<file path="src/rtl/dma_pkg.sv">
// Shared opcode, word-count mode and FSM state encodings for the DMA address
// controller.
package dma_pkg;

  localparam logic [2:0] OP_WR_CR   = 3'd0;
  localparam logic [2:0] OP_RD_CR   = 3'd1;
  localparam logic [2:0] OP_RD_WC   = 3'd2;
  localparam logic [2:0] OP_RD_AC   = 3'd3;
  localparam logic [2:0] OP_REINIT  = 3'd4;
  localparam logic [2:0] OP_LD_ADDR = 3'd5;
  localparam logic [2:0] OP_LD_WC   = 3'd6;
  localparam logic [2:0] OP_ENABLE  = 3'd7;

  localparam logic [1:0] MODE_DOWN = 2'b00;
  localparam logic [1:0] MODE_UP   = 2'b01;
  localparam logic [1:0] MODE_ACMP = 2'b10;
  localparam logic [1:0] MODE_FREE = 2'b11;

  typedef enum logic [1:0] {
    ST_IDLE = 2'd0,
    ST_RUN  = 2'd1,
    ST_DONE = 2'd2
  } state_t;

endpackage

</file>
<file path="src/rtl/dma_term_detect.sv">
// Terminal-count detection for the step currently being taken, evaluated
// from the pre-step word counter and the post-step address.
module dma_term_detect
  import dma_pkg::*;
#(
  parameter int W = 8
) (
  input  logic [1:0]   mode,
  input  logic [W-1:0] wc,
  input  logic [W-1:0] wcr,
  input  logic [W-1:0] ac_next,
  output logic         terminal
);

  logic [W-1:0] wc_inc;
  assign wc_inc = wc + W'(1);

  always_comb begin
    terminal = 1'b0;
    case (mode)
      MODE_DOWN: terminal = (wc == W'(1));
      MODE_UP:   terminal = (wc_inc == wcr);
      MODE_ACMP: terminal = (ac_next == wcr);
      default:   terminal = 1'b0;
    endcase
  end

endmodule

</file>
<file path="src/rtl/dma_addr_ctrl.sv">
// DMA address generator control: instruction decode, control/address/word-count
// registers, IDLE/RUN/DONE sequencing and register read-back.
module dma_addr_ctrl
  import dma_pkg::*;
#(
  parameter int W = 8
) (
  input  logic         clk,
  input  logic         res_n,
  input  logic [2:0]   instr,
  input  logic         instr_valid,
  input  logic [W-1:0] data_in,
  input  logic         step,
  output logic [W-1:0] addr_out,
  output logic [W-1:0] data_out,
  output logic         data_oe,
  output logic         running,
  output logic         done
);

  logic [2:0]   cr;
  logic [W-1:0] ar, ac, wcr, wc;
  logic [W-1:0] ac_next, wc_next;
  logic         step_acc, terminal;
  state_t       state, state_nxt;

  // Down and address-compare modes start from wcr; the others count from zero.
  function automatic logic [W-1:0] wc_init(input logic [1:0] mode, input logic [W-1:0] v);
    return (mode == MODE_DOWN || mode == MODE_ACMP) ? v : '0;
  endfunction

  // Any instruction in the same cycle takes priority over a step.
  assign step_acc = step && !instr_valid && (state == ST_RUN);
  assign ac_next  = cr[2] ? ac - W'(1) : ac + W'(1);

  always_comb begin
    wc_next = wc;
    case (cr[1:0])
      MODE_DOWN: wc_next = wc - W'(1);
      MODE_ACMP: wc_next = wc;
      default:   wc_next = wc + W'(1);
    endcase
  end

  dma_term_detect #(.W(W)) u_term (
    .mode     (cr[1:0]),
    .wc       (wc),
    .wcr      (wcr),
    .ac_next  (ac_next),
    .terminal (terminal)
  );

  always_ff @(posedge clk) begin
    if (!res_n) state <= ST_IDLE;
    else        state <= state_nxt;
  end

  always_comb begin
    state_nxt = state;
    if (instr_valid && instr == OP_REINIT) begin
      state_nxt = ST_IDLE;
    end else begin
      case (state)
        ST_IDLE: if (instr_valid && instr == OP_ENABLE) state_nxt = ST_RUN;
        ST_RUN:  if (step_acc && terminal)               state_nxt = ST_DONE;
        ST_DONE: state_nxt = ST_DONE;
        default: state_nxt = ST_IDLE;
      endcase
    end
  end

  always_ff @(posedge clk) begin
    if (!res_n) begin
      cr       <= '0;
      ar       <= '0;
      ac       <= '0;
      wcr      <= '0;
      wc       <= '0;
      data_out <= '0;
      data_oe  <= 1'b0;
    end else begin
      data_oe  <= 1'b0;
      data_out <= '0;
      if (instr_valid) begin
        case (instr)
          OP_WR_CR: cr <= data_in[2:0];
          OP_RD_CR: begin data_oe <= 1'b1; data_out <= {{(W-3){1'b0}}, cr}; end
          OP_RD_WC: begin data_oe <= 1'b1; data_out <= wc; end
          OP_RD_AC: begin data_oe <= 1'b1; data_out <= ac; end
          OP_REINIT: begin
            ac <= ar;
            wc <= wc_init(cr[1:0], wcr);
          end
          OP_LD_ADDR: begin
            ar <= data_in;
            ac <= data_in;
          end
          OP_LD_WC: begin
            wcr <= data_in;
            wc  <= wc_init(cr[1:0], data_in);
          end
          default: ;
        endcase
      end else if (step_acc) begin
        ac <= ac_next;
        wc <= wc_next;
      end
    end
  end

  assign addr_out = ac;
  assign running  = (state == ST_RUN);
  assign done     = (state == ST_DONE);

endmodule

</file>
<file path="config.mk">
export PLATFORM = sky130hd
export DESIGN_NAME = dma_addr_ctrl
export DESIGN_NICKNAME = d
export VERILOG_FILES = /design/src/rtl/dma_pkg.sv /design/src/rtl/dma_term_detect.sv /design/src/rtl/dma_addr_ctrl.sv
export SDC_FILE = /design/constraint.sdc
export NUM_CORES = 1
export LEC_CHECK = 0
export ABC_AREA = 1
export CAP_MARGIN = 5
export CORE_MARGIN = 2
export CORE_UTILIZATION = 57
export DETAILED_ROUTE_END_ITERATION = 12
export GPL_TIMING_DRIVEN = 0
export PLACE_DENSITY = 0.83
export SLEW_MARGIN = 20
export SYNTH_ARGS = -nofsm -noshare
export SYNTH_HDL_FRONTEND = slang
export SYNTH_SLANG_ARGS = --single-unit
</file>
<file path="constraint.sdc">
create_clock -name clk -period 2.7 [get_ports clk]
set_clock_uncertainty 0.2 [all_clocks]
set_input_delay 0.405 -clock clk [delete_from_list [all_inputs] [get_ports clk]]
set_output_delay 0.405 -clock clk [all_outputs]
set_load 0.005 [all_outputs]
</file>
==> impl_results.md, run 1 <==
- Hold path startpoint: ar[7]
- DIE AREA: just under 6000 sq um
- M1 GR Usage: 40.9%
- DP HPWL: ~7000 um
- Outcome: finished clean
- CP Capture Type: flop
- Fmax: 392 MHz
- CP Cell Sequence: clkdlybuf4s50_1, buf_2, nand2_1, nor2_1, inv_1, nand2_1, nand2_1, nand2_1, a31oi_1
- Synthesized area per cell: approximately 6.6 sq um
- Fin crit share: between 90% and 100%
- First-pass GRT wire length: 14800 um
- VDD IR max: 0.000361 V
- Hold Crit Class: reg -> reg
- Global-route usage over all layers: 31.6%
- Io pins: 34
- Slew headroom: 55.9%
- Worst setup margin: 151 ps
- Initial antenna violation count: 0
- Pre-CTS WS: -134 ps
- #FFs+latches synth: 46
- Met2 Use GR: 50.3%
- Sequential standard cell area: 938 sq um
- Netlist Area Pre-Place: 3060 sq um
- Clock Latency Late Sink: 310 ps
- Die width: 77.2 um
- CP Launch Type: primary input
- WP data required: 2690 ps
- Routed len/inst: roughly 16 um
- Post-synthesis net count: 495
- Largest net degree at the start of global routing: 15
- Core ar.: roughly 5100 sq um
- Clock sink count: 46
- Drt total wl: 9360 um
- Hold Fails Final Rpt: 0
- Clock root cell: clkbuf_8
- R2R depth: 17
- Hold buffers post-CTS: 0
- Flop-to-flop setup slack: 210 ps
- Crit path DAT: 2540 ps
- Vert. Die Dim: 77.2 um
- Final setup viols: 0
- GRT overflow: 0
- Inserted Diodes: 0
- Initial core utilization: 59.5%
- Synth async-reset ratio: 0%
- Commonest cells after routing, fill and taps aside: nand2_1 (113), inv_1 (60), nand3_1 (55)
- Power Density: roughly 500 nW/um^2
- Max incr delay on CP: 540 ps
- Fill count: around 470
- Sequential share of the synthesized area: 30.1%
- Post-synth EDFFs: 0
- CTS tree: built
- Via count: about 3.4k
- Multi-input logic area: 1830 sq um
- Most Frequent Cell on Critical Path: nand2_1
- H-tree depth: 2
- Library cells used by synthesis: 41
- TritonCTS Buffers: 5
- Leakage: 1.63 nW
- Vias per Instance: 5.86
- Grt met3 use: 6.71%
- Placer Congestion: 0.955
- Port-buffer cells: 33
- Most common cell after layout, fill and taps aside: nand2_1
- Worst Hold Depth: 2
- Pre-Repair DR Iteration Count: 5
- Reg2Reg Capture Point: state[0]
- Drc violations: 0
- Critical path's slowest cell: nor2_1
- Post-synthesis cell count: 463
- GR peak layer: met2
- Final ANT Viol Nets: 0
- Ys Warns: 0
- Post-route minimum period: 2550 ps
- Max-cap violations: 0
- Slew at the pin closest to its max-slew limit: 658 ps
- Detailed router's first-iteration violation count: 347
- Crit Path Class: in -> reg
- Clk buf depth: 2
- Tot Pwr: 0.00183 W
- Layout cells sized above 1: 8.38%
- Row cnt: 26
- CTS clock-pin slew for the worst setup and hold paths: 90 ps
- Vias in the first global route: 3016
- Nets: roughly 540
- Top FF cell, synth: dfxtp_1
- Layout area overhead: 19.6%
- Worst Hold End: ar[7]
- CP Max Fanout: 10
- Fin. max-slew vios: 0
- FF-to-FF Start: cr[2]
registers in the layout, indices dropped and copies added (netlist names):
| name | cells |
|---|---|
| state | 2 |
| data_out | 8 |
| addr_out | 8 |
| ar | 8 |
| cr | 3 |
| wcr | 8 |
| data_oe | 1 |
| wc | 8 |
Yosys cell counts, types with 3 or more instances:
library cell / n / area [sq um]
a21oi_1: 34 / 170
a22oi_1: 5 / 37.5
a31oi_1: 6 / 37.5
a32oi_1: 3 / 26.3
a41oi_1: 5 / 43.8
buf_2: 4 / 20.0
clkbuf_1: 6 / 22.5
dfxtp_1: 46 / 921
ha_1: 16 / 200
inv_1: 61 / 229
nand2_1: 113 / 424
nand2_2: 3 / 18.8
nand3_1: 56 / 280
nand4_1: 3 / 18.8
nor2_1: 31 / 116
nor4_1: 3 / 18.8
o211ai_1: 6 / 45.0
o21ai_0: 31 / 155
xor2_1: 3 / 26.3
critical path, delay by kind of cell:
family          cells  cell delay, ps
simple gates        5            1020
buf+inv             3            1040
compound gates      1              60
final cells by class:
type,instances,area share [%]
inverters,64,6.68
plain buffers,13,1.99
clock inverters,2,0.377
multi-input cells,340,50.0
repair buffers,42,10.9
clock buffers,6,1.99
well taps,70,2.40
flip-flops and latches,46,25.7
power breakdown:
part | leakage, nW | switching (W) | total (W) | internal, W
clock network | 0.0452 | 0.000248 | 0.000431 | 0.000183
logic | 1.20 | 0.000356 | 0.000604 | 0.000248
registers | 0.378 | 0.0000652 | 0.000795 | 0.000729
logic make-up (layout without fill, tap and decap cells):
kind of cell,after synthesis,count (layout),share of synthesized area (%)
flops,46,46,30.1
xor+xnor,5,5,1.43
fa+ha+maj,17,17,7.20
buf+inv,77,127,10.2
simple gates,216,216,30.5
compound gates,102,102,20.5
metrics by stage:
step	hold WS, ps	setup TNS (ps)	utilization, %	instances	area [sq um]
floorplan	242	0	-	463	3060
global placement	249	-178	67.6	566	3470
detailed placement	258	-452	67.6	566	3470
CTS	271	0	69.3	574	3560
global route	292	-9.26	71.1	583	3650
finish	272	0	71.1	583	3650
how the worst max path moves through the flow:
stage / from / end / slack, ps / cells after the start
2_1_floorplan: addr_out[0] / state[0] / 450 / 18
3_3_place_gp: instr_valid / addr_out[3] / -60 / 9
3_5_place_dp: instr_valid / addr_out[6] / -130 / 9
4_1_cts: cr[0] / state[0] / 1 / 21
5_1_grt: cr[2] / state[0] / -9 / 17
6_report: instr_valid / addr_out[6] / 150 / 9
layer usage:
layer  part of all wire, %  routed length [um]
met5                     0                   0
met4                   4.3                 400
met3                   9.8                 920
met2                    45                4240
met1                    41                3800
timing repair:
item	CTS	global route
setup buffers	0	9
setup endpoints to repair	0	5
resized for setup	0	12
Note: power is estimated with default switching activity, not from simulation.
==> run 2: changes to the inputs <==
- CAP_MARGIN: 5 -> unset
- REMOVE_ABC_BUFFERS: unset -> 1
- SKIP_LAST_GASP: unset -> 1
==> run 2 against run 1 <==
Via count is 0.20% higher. Die area stayed put. Highest routed layer unchanged. Core utilization is 1.3 points lower. Combinational power is 7.0% lower.
==> impl_results.md, run 2 (synthesis gave the netlist of run 1 again) <==
- CP Capture Type: flop
- Slew headroom: 32.2% (-24 points)
- First-pass GRT wire length: 14300 um (-3.8%)
- Commonest cells after routing, fill and taps aside: nand2_1 (111), inv_1 (59), nand3_1 (56)
- Global-route usage over all layers: 29.8% (-1.8 points)
- H-tree depth: 2 (unchanged)
- RSZ-0062 raised after global routing: yes
- Hold Fails Final Rpt: 0 (unchanged)
- Clock sink count: 46 (unchanged)
- DP HPWL: 6290 um (-9.8%)
- Clock root cell: clkbuf_8
- Fin util: 69.8% (-1.3 points)
- Drc violations: 0 (unchanged)
- Initial antenna violation count: 0 (unchanged)
- CTS tree: built
- CTS clock-pin slew for the worst setup and hold paths: 90 ps (about the same)
- Placer Congestion: 0.921 (-3.6%)
- Hold buffers post-CTS: 0 (unchanged)
- Layout area overhead: 17.4%
- Fmax: 395 MHz (+0.78%)
- Vias in the first global route: 3194 (+5.9%)
- Worst setup margin: 171 ps (+19.8 ps)
- Drt total wl: 8770 um (-6.3%)
- DIE AREA: 5960 sq um (unchanged)
- DP Area: 3400 sq um (-2.1%)
- Row cnt: 26 (unchanged)
- Largest net degree at the start of global routing: 27 (+12)
- Fin area: 3590 sq um (-1.8%)
- Final ANT Viol Nets: 0 (unchanged)
- Outcome: finished clean
- Routed len/inst: 15.4 um (-3.8%)
- Power Density: 526 nW/um^2 (+5.0%)
- Initial core utilization: 59.5% (unchanged)
- Pre-Repair DR Iteration Count: 7 (+2)
- Most common cell after layout, fill and taps aside: nand2_1
- Io pins: 34 (unchanged)
- Crit path DAT: 2570 ps (+30 ps)
- Hold Crit Class: reg -> reg
- Max-cap violations: 0 (unchanged)
- Fin. max-slew vios: 0 (unchanged)
- GRT overflow: 0 (unchanged)
- Layout cells sized above 1: 7.63% (-0.75 points)
- Crit Path Class: in -> reg
- Detailed router's first-iteration violation count: 356 (+2.6%)
- Port-buffer cells: 33 (unchanged)
- CP Max Fanout: 26 (+16)
- Fill count: 475 (+0.42%)
- Final setup viols: 0 (unchanged)
- VDD IR max: 0.000377 V (+4.3%)
- Multi-input logic area: 1840 sq um (+0.82%)
- Sequential standard cell area: 930 sq um (-0.93%)
- Clock Latency Late Sink: 300 ps (about the same)
- Vert. Die Dim: 77.2 um (unchanged)
- Slew at the pin closest to its max-slew limit: 1010 ps (+351 ps)
- Nets: 529 (-2.8%)
- Inserted Diodes: 0 (unchanged)
- TritonCTS Buffers: 5 (unchanged)
- Fin crit share: 93.7% (-0.73 points)
- Post-route minimum period: 2530 ps (-19.8 ps)
- WP data required: 2740 ps (+50 ps)
- Die width: 77.2 um (unchanged)
- CP Launch Type: primary input
- Core ar.: 5140 sq um (unchanged)
- Pre-CTS WS: -912 ps (-778 ps)
- Leakage: 1.58 nW (-2.7%)
- Vias per Instance: 6.03 (+2.9%)
- Via count: 3423 (+0.20%)
- Clk buf depth: 2 (unchanged)
## run 2: changes by cell type in the layout (fill, tap and decap cells not counted), sizes merged
cell	delta
clkbuf	-4
clkinv	-2
bufinv	+1
buf	-9
clkdlybuf4s50	-1
## run 2: layout make-up
type	instances	share of cell area, %
clock buffers	7	2.13
well taps	70	2.44
flip-flops and latches	46	25.9
clock inverters	1	0.837
inverters	64	6.83
multi-input cells	340	51.3
repair buffers	40	10.5
## run 2: final timing paths
check	startpoint	slack, ps	end	depth (start not counted)
max	res_n	170	state[0]	5
min	ar[1]	270	ar[1]	2
max reg2reg	addr_out[0]	210	state[1]	18
min reg2reg	ar[1]	270	ar[1]	2
## run 2: what timing repair did
item                                    CTS  global route
hold endpoints to repair                  0             0
pin swaps                                 0             1
endpoints found under the setup margin   31            22
resized for setup                         7            10
buffers inserted                          0             7
## run 2: through the flow
step	instances	hold WS, ps	setup TNS, ps	power (W)
5_1_grt	568	296	-23.0	0.00200
6_report	568	269	0	0.00189
2_1_floorplan	450	242	0	0.00116
3_3_place_gp	553	252	-18300	0.00133
4_1_cts	561	268	0	0.00186
3_5_place_dp	553	254	-18390	0.00135
## run 2: worst max-delay path, cell delays in order
cell and delay (ps):
clkdlybuf4s50_1 1100, inv_1 530, a31oi_1 360, nand2_1 80, nor2_1 80
## run 2: power breakdown
group          switching (W)  total (W)  internal [W]
combinational       0.000327   0.000562      0.000235
sequential         0.0000769   0.000807      0.000730
clock               0.000240   0.000518      0.000277
total               0.000645    0.00189       0.00124
## run 2: metal layers
layer	share of wire (%)	GRT usage [%]	wire (um)
met5	0	0	0
met3	7.4	5.29	647
met1	41	36.8	3600
met2	48	50.2	4210
met4	3.6	13.6	312
